File: config.mk
export PLATFORM = sky130hd
export DESIGN_NAME = uart_tx_arbiter
export DESIGN_NICKNAME = d
export VERILOG_FILES = /design/src/rtl/uart_pkg.sv /design/src/rtl/uart_tx_arbiter_rr_pick.sv /design/src/rtl/uart_tx_arbiter.sv
export SDC_FILE = /design/constraint.sdc
export NUM_CORES = 1
export LEC_CHECK = 0
export CAP_MARGIN = 20
export CORE_ASPECT_RATIO = 0.75
export CORE_MARGIN = 2
export CORE_UTILIZATION = 41
export DETAILED_ROUTE_END_ITERATION = 16
export PLACE_DENSITY_LB_ADDON = 0.05
export REMOVE_ABC_BUFFERS = 1
export SYNTH_ARGS = -nofsm -noshare
export SYNTH_HDL_FRONTEND = slang
export SYNTH_SLANG_ARGS = --single-unit
File: constraint.sdc
create_clock -name clk -period 2.6 [get_ports clk]
set_input_delay 0.39 -clock clk [delete_from_list [all_inputs] [get_ports clk]]
set_output_delay 0.39 -clock clk [all_outputs]
set_load 0.03 [all_outputs]
File: src/rtl/uart_pkg.sv
// rtl/uart_pkg.sv - shared state encoding, UART constants and width helper
//
// Purpose : common definitions for the uart_tx_arbiter block.
// Contents: state_t with IDLE/WAIT/GAP, UART_IDLE_BYTE, FRAME_BITS,
//           clog2_safe() which never returns less than 1 bit.
package uart_pkg;

   typedef logic [1:0] state_t;

   localparam state_t IDLE = 2'd0;
   localparam state_t WAIT = 2'd1;
   localparam state_t GAP  = 2'd2;

   // Line level while no frame is on the wire.
   localparam logic [7:0] UART_IDLE_BYTE = 8'hFF;

   // Start + 8 data + stop.
   localparam int FRAME_BITS = 10;

   // Ceiling log2 clamped to 1 so a width derived from it is never zero.
   function automatic int clog2_safe(input int value);
      int w;
      w = 1;
      while ((1 << w) < value) begin
         w = w + 1;
      end
      return w;
   endfunction

endpackage

File: src/rtl/uart_tx_arbiter_rr_pick.sv
// rtl/uart_tx_arbiter_rr_pick.sv - combinational round-robin priority selector
//
// Purpose : returns the first asserted request found searching upward
//           (wrapping) from ptr+1, so the port at ptr has lowest priority.
// Ports   : req  [N]  request vector
//           ptr  [IW] index of the previous winner
//           gnt  [N]  one-hot winner (zero when no request)
//           idx  [IW] winner index (zero when no request)
//           any       at least one request asserted
module rr_pick
   import uart_pkg::*;
#(
   parameter int N  = 4,
   parameter int IW = clog2_safe(N)
) (
   input  logic [N-1:0]  req,
   input  logic [IW-1:0] ptr,
   output logic [N-1:0]  gnt,
   output logic [IW-1:0] idx,
   output logic          any
);

   logic [IW-1:0] j;

   always_comb begin
      gnt = '0;
      idx = '0;
      any = 1'b0;
      j   = '0;
      // i runs 1..N so the previous winner (offset N) is visited last.
      for (int i = 1; i <= N; i++) begin
         j = IW'((int'(ptr) + i) % N);
         if (!any && req[j]) begin
            any    = 1'b1;
            idx    = j;
            gnt[j] = 1'b1;
         end
      end
   end

endmodule

File: src/rtl/uart_tx_arbiter.sv
// rtl/uart_tx_arbiter.sv - round-robin sharing of one uart_tx serializer
//
// Purpose : grants one byte per frame to NUM_REQ requesters, pulses the
//           serializer start, then waits for tx_done (or a watchdog abort)
//           plus GAP_CYCLES idle cycles before arbitrating again.
// Ports   : clk, rst (async, active high)
//           req_valid/req_data/req_last  per-port byte offer
//           req_ready                    one-hot one-cycle accept pulse
//           tx_din/tx_send/tx_done       serializer interface
//           busy, grant_id, err_timeout  status
// Options : define ARB_PKT_LOCK_EN to keep a grant on one port until it
//           delivers a byte flagged req_last (or the watchdog fires).
module uart_tx_arbiter
   import uart_pkg::*;
#(
   parameter int NUM_REQ    = 4,
   parameter int TIMEOUT    = 64,
   parameter int GAP_CYCLES = 1
) (
   input  logic                               clk,
   input  logic                               rst,
   input  logic [NUM_REQ-1:0]                 req_valid,
   input  logic [8*NUM_REQ-1:0]               req_data,
   input  logic [NUM_REQ-1:0]                 req_last,
   output logic [NUM_REQ-1:0]                 req_ready,
   output logic [7:0]                         tx_din,
   output logic                               tx_send,
   input  logic                               tx_done,
   output logic                               busy,
   output logic [clog2_safe(NUM_REQ)-1:0]     grant_id,
   output logic                               err_timeout
);

   localparam int IW = clog2_safe(NUM_REQ);
   localparam int CW = clog2_safe(TIMEOUT);
   localparam int GW = clog2_safe(GAP_CYCLES);

   state_t               state;
   state_t               state_nxt;
   logic [IW-1:0]        ptr;
   logic [CW-1:0]        wd_cnt;
   logic [GW-1:0]        gap_cnt;

   logic [NUM_REQ-1:0]   pick_req;
   logic [NUM_REQ-1:0]   pick_gnt;
   logic [IW-1:0]        pick_idx;
   logic                 pick_any;

   logic                 timeout_hit;
   logic [NUM_REQ-1:0]   ready_nxt;
   logic                 send_nxt;
   logic                 busy_nxt;
   logic                 err_nxt;

   logic                 ptr_load;
   logic [IW-1:0]        ptr_val;

   rr_pick #(
      .N  (NUM_REQ),
      .IW (IW)
   ) u_rr_pick (
      .req (pick_req),
      .ptr (ptr),
      .gnt (pick_gnt),
      .idx (pick_idx),
      .any (pick_any)
   );

   // tx_done has priority over the watchdog when both land on the same edge.
   assign timeout_hit = (state == WAIT) && !tx_done && (wd_cnt == CW'(TIMEOUT - 1));

`ifdef ARB_PKT_LOCK_EN
   logic          lock;
   logic [IW-1:0] lock_id;

   // While locked only the owning port can win; the pointer stays put so
   // the packet owner keeps its place in the rotation until release.
   always_comb begin
      pick_req = lock ? (req_valid & (NUM_REQ'(1) << lock_id)) : req_valid;
   end

   always_comb begin
      ptr_load = 1'b0;
      ptr_val  = pick_idx;
      if (send_nxt && req_last[pick_idx]) begin
         ptr_load = 1'b1;
      end else if (timeout_hit && lock) begin
         ptr_load = 1'b1;
         ptr_val  = grant_id;
      end
   end

   always_ff @(posedge clk or posedge rst) begin
      if (rst) begin
         lock    <= 1'b0;
         lock_id <= '0;
      end else if (send_nxt) begin
         lock    <= !req_last[pick_idx];
         lock_id <= pick_idx;
      end else if (timeout_hit) begin
         lock    <= 1'b0;
      end
   end
`else
   logic unused_last;
   assign unused_last = ^req_last;

   always_comb begin
      pick_req = req_valid;
      ptr_load = send_nxt;
      ptr_val  = pick_idx;
   end
`endif

   // State register.
   always_ff @(posedge clk or posedge rst) begin
      if (rst) begin
         state <= IDLE;
      end else begin
         state <= state_nxt;
      end
   end

   // Next-state logic.
   always_comb begin
      state_nxt = state;
      case (state)
         IDLE: if (pick_any) state_nxt = WAIT;
         WAIT: if (tx_done || (wd_cnt == CW'(TIMEOUT - 1))) state_nxt = GAP;
         GAP:  if (gap_cnt == GW'(GAP_CYCLES - 1)) state_nxt = IDLE;
         default: state_nxt = IDLE;
      endcase
   end

   // Output logic: next values of the registered outputs.
   always_comb begin
      ready_nxt = '0;
      send_nxt  = 1'b0;
      busy_nxt  = (state_nxt != IDLE);
      err_nxt   = timeout_hit;
      if ((state == IDLE) && pick_any) begin
         ready_nxt = pick_gnt;
         send_nxt  = 1'b1;
      end
   end

   // Registered outputs and datapath.
   always_ff @(posedge clk or posedge rst) begin
      if (rst) begin
         req_ready   <= '0;
         tx_send     <= 1'b0;
         tx_din      <= UART_IDLE_BYTE;
         busy        <= 1'b0;
         err_timeout <= 1'b0;
         grant_id    <= '0;
         ptr         <= IW'(NUM_REQ - 1);
         wd_cnt      <= '0;
         gap_cnt     <= '0;
      end else begin
         req_ready   <= ready_nxt;
         tx_send     <= send_nxt;
         busy        <= busy_nxt;
         err_timeout <= err_nxt;
         if (send_nxt) begin
            tx_din   <= req_data[8*pick_idx +: 8];
            grant_id <= pick_idx;
         end
         if (ptr_load) begin
            ptr <= ptr_val;
         end
         // Both counters idle at zero so each visit starts from a clean count.
         wd_cnt  <= (state == WAIT) ? wd_cnt + 1'b1 : '0;
         gap_cnt <= (state == GAP) ? gap_cnt + 1'b1 : '0;
      end
   end

endmodule
# Word-level counts from Yosys, hierarchy flattened
# Index checks and enable logic that the tools add are counted.
[totals]
in_bits = 43
register_bits = 28
[classes]
n_shift = 1
n_addsub = 6
eq_ne = 3
order_cmp = 8
reduce_logical = 17
bitwise_logic = 3
mux = 36
[ops]
columns = ["op", "n"]
rows = [
  ["$shiftx 32x6->8", 1],
  ["$mux 4", 5],
  ["$mux 1", 14],
  ["$mux 2", 7],
  ["$lt 2x3->1 const B", 4],
  ["$or 4x4->4", 3],
  ["$logic_and 1x1->1", 10],
  ["$bmux 1 s2", 4],
  ["$demux 1 s2", 4],
  ["$ge 2x1->1 const B", 4],
  ["$add 6x1->6 const B", 1],
  ["$eq 6x6->1 const B", 1],
  ["$mux 6", 1],
  ["$pmux 2 s3", 1],
  ["$add 2x1->2 const B", 2],
  ["$add 2x2->2 const B", 2],
  ["$logic_not 1->1", 4],
  ["$eq 2x1->1 const B", 1],
  ["$eq 2x2->1 const B", 1],
  ["$logic_not 2->1", 1],
  ["$reduce_bool 2->1", 1],
  ["$add 1x1->1 const B", 1],
  ["$logic_or 1x1->1", 1],
]

# Logic depth before layout (Yosys ltp)
[depth]
word_depth = 16
mapped_depth = 11
depth_no_buf = 7

# Modules after synthesis
# A second synthesis with hierarchy kept.
[unflattened]
cells_unflattened = 197
hier_area_um2 = 1938.1
[by_module_without_submodules]
columns = ["mod", "seq_area_each_um2", "n_inst", "area_per_inst_um2", "cells_each"]
rows = [
  ["uart_tx_arbiter", 713.2, 1, 1308.8, 111],
  ["rr_pick", 0.0, 1, 629.4, 86],
]

# Least setup slack after synthesis
# Ideal clock, no wire load.
[synth_timing]
path_kind = "flip-flop to flip-flop"
start = "reg ptr[0]"
end = "reg tx_din[0]"
period_less_slack_ns = 2.860
slack_ns = -0.260
n_path_buf = 3
path_stages_with_launch = 11
arrival_time_ns = 2.762
required_time_ns = 2.502
cell_sequence = "dfstp_2 > buf_4 > inv_1 > ha_1 > buf_6 > mux4_2 > and2b_4 > a2111oi_1 > or3_1 > buf_2 > o221ai_1"
[synth_between]
elab_chain_cells = 15
elab_cells_between_ends = 29
classes_between = "4 x add/sub; 1 x shift; 17 x mux; 7 x reduce/logical"
[synth_rtl]
columns = ["item", "line_no", "source"]
rows = [
  ["start: declaration", "uart_tx_arbiter.sv:40", "logic [IW-1:0] ptr;"],
  ["start signal: assignment", "uart_tx_arbiter.sv:156", "ptr <= IW'(NUM_REQ - 1);"],
  ["start signal: assignment", "uart_tx_arbiter.sv:169", "ptr <= ptr_val;"],
  ["branches (longest 15 deep; another with $add 2x1->2)", "--", ""],
  ["end signal: assignment", "uart_tx_arbiter.sv:165", "tx_din <= req_data[8*pick_idx +: 8];"],
  ["end: declaration", "uart_tx_arbiter.sv:26", "output logic [7:0] tx_din,"],
]
# Several ways; the timed one is not identified. The select of a mux whose other input is x is not followed.
# A chain may end at the register's enable or synchronous reset.

# Final worst setup path
[layout_timing]
start = "reg ptr[0]"
end = "reg tx_din[3]"
# Same word-level chain as after synthesis.

==> out/summary.txt <==
Slew margin rel. - 57.26%
Worst Path Arrival - 2650 ps
Most frequent cells in the layout - clkdlybuf4s50_1, mux2i_1, dfrtp_1, buf_4, nand2_1
FP Rows - 20
DP Area - 2452 sq um
Post-CTS Setup Bufs - 0
Fin area - 2542 sq um
CTS root buf - clkbuf_8
Max-cap violation count - 0
Commonest non-fill, non-tap cell in the layout - clkdlybuf4s50_1
Critical path origin - ptr[0]
Share of power burned in registers - 23.9%
I/O pin count - 60
Fillers - 339
Syn avg cell area - 10.98 sq um
Clock share of power - 8.1%
Startpoint types - flop
Die area - 4859 sq um
Crit-path cells - inv_1 -> ha_4 -> mux4_2 -> nand2b_1 -> a211o_1 -> buf_12 -> mux2i_1 -> o221ai_1
Mux cell area share after synthesis - 18.26%
Adder-Cell Fraction of Synth Area - 6.369%
Simple-gate portion of the synthesized area - 12.67%
Final core occ - 61.95%
VDD IR max - 0.0005227 V
Fin crit period - 2469 ps
Area growth syn-to-layout - 43.81%
Critical path fanouts, max - 18
Kind of critical path - flop to flop
Initial detailed-routing violation count - 54
DP HPWL - 3211 microns
Fin crit share - 94.97%
Leak - 1.106 nW
Critical Path RT - 2780 ps
Max frequency - 405.0 MHz
Routed via count - 1461
Min Hold Slack - 441.2 ps
Total CTS buffers - 3
Die width - 79.83 microns
# H-tree levels - 1
Hold Fails Final Rpt - 0
Power density cells - 1255 nW/um^2
Clk Latency, worst-skew pair - 260 ps
Max stage delay cell, worst path - dfstp_2
Critical Path Max Stage Delay - 540 ps
Number of global-route vias before repair - 1440
Setup WS post-layout - 130.7 ps
DRT Pass-1 Iters - 4
Setup WS pre-CTS - -43.91 ps
Buf/Inv on CP - 2
Global route total overflow - 0
Netlist cell types - 44
Global Route Usage Sum - 17.94%
Post-Synth XOR/XNOR Area - 1.486%
Die span in y - 60.87 microns
Ant diodes - 0
Sw frac - 42.18%
Fin. max-slew vios - 0
Initial antenna violation count - 0
Initial Util - 43.08%
Post-CTS Resized - 1
Setup TNS - 0 ps
Largest net degree at the start of global routing - 29
First-pass GRT wire length - 6734 microns
PortBufs - 55
Clock Path Buffers - 2
Hold WC Path Type - flop to flop
Hold-fix buffers at CTS - 0
Worst Skew - 1.761 ps
Comb power frac - 68.0%
Layout cell share with drive strength beyond 1 - 19.30%
Top FF cell, synth - dfrtp_1
Clock-pin transition on the worst setup and hold timing paths - 90 ps
Clk sink count - 28
Synth Area in Compound Gates - 14.51%
Delay-heaviest family, CP - multiplexers
FF+latch count, synth - 28
Syn. warnings - 0
DRT Wirelength - 4193 microns
Status - completed
Flop2flop setup slack - 130 ps
Detail Route Antenna Nets - 0
Hold path start - gap_cnt
Pint - 1.845 mW
GPL Wtd Cong - 0.7529
Core area - 4104 sq um
DR WL/cell - 14.82 microns
Post-synth EDFFs - 0
Critical R2R Launch - ptr[0]
Sw Pwr - 1.346 mW
CP endpoint kind - flop
Async set-reset flop share out of synthesis - 100.0%
Seq/Total Area, Yosys - 40.34%
CTS tree - yes
Main combinational cell family by area after synthesis - multiplexers
Final #Nets - 281
DRC viols - 0
Via density - 5.163
Post-synth design cell area - 1768 sq um
Mapped Cells - 161
# setup viols final - 0
Unrepaired setup endpoints after global routing - no
Worst slew pin tran - 623.2 ps
-- final timing paths --
kind,to,cells after the start
setup / recovery,tx_din[3],8
hold / removal,gap_cnt,1
setup reg to reg,tx_din[3],8
hold reg to reg,gap_cnt,1
max in group asynchronous,tx_din[2],3
min in group asynchronous,req_ready[2],3
-- worst register-to-register path: stages, from the launching register on --
cell and delay [ps]:
dfstp_2 540, inv_1 70, ha_4 280, mux4_2 490
nand2b_1 190, a211o_1 300, buf_12 170, mux2i_1 190
o221ai_1 150
-- stage by stage --
stage | power, mW | cells
2_1_floorplan | 2.069 | 150
4_1_cts | 3.149 | 283
5_1_grt | 3.434 | 283
3_5_place_dp | 2.870 | 279
6_report | 3.191 | 283
3_3_place_gp | 2.810 | 279
-- final cells by class --
type,count,area (sq um),area share (%)
multi-input cells,116,977.2,38.44
flip-flops and latches,28,713.2,28.05
repair buffers,74,705.7,27.76
well taps,55,68.82,2.707
clock buffers,4,55.05,2.165
inverters,6,22.52,0.8858
-- state kept, by name (all words and copies together), names as in the netlist --
signal       cells
busy             1
err_timeout      1
gap_cnt          1
grant_id         2
ptr              2
req_ready        4
state            2
tx_din           8
tx_send          1
wd_cnt           6
-- cells in the mapped netlist (3+ instances only) --
cell      number  area (sq um)
a21oi_1        5         25.02
o31ai_1        4         30.03
mux2i_1       24         240.2
a22o_1         4         35.03
ha_1           9         112.6
and3_1         3         18.77
clkbuf_1       3         11.26
inv_1          5         18.77
nor2_1         8         30.03
or3_1          3         18.77
dfrtp_1       18         450.4
nand2_1       15         56.30
dfstp_2       10         262.8
o21ai_0        3         15.01
o221ai_1       8         70.07
buf_6          3         33.78
-- routing by layer --
metal	part of all wire [%]	vias up	GRT usage [%]
li1	-	724	-
met1	46	699	22.72
met2	48	36	32.65
met3	5.7	2	4.464
met4	0.21	0	2.179
met5	0	-	0
-- power groups by stage --
stage,registers [mW],logic (mW),clock network (mW)
after floorplan,1.05,1.02,0
after global placement,0.763,2.05,0
after detailed placement,0.772,2.10,0
after CTS,0.763,2.12,0.270
after global routing,0.785,2.36,0.288
final,0.763,2.17,0.259
-- cell families after synthesis --
logic type,after synthesis
AND/OR/NAND/NOR,43
AO/OA/AOI/OAI,33
multiplexers,28
flip-flops,28
buffers and inverters,17
adder cells (fa/ha/maj),9
XOR/XNOR,3
Note: power is estimated with default switching activity, not from simulation.
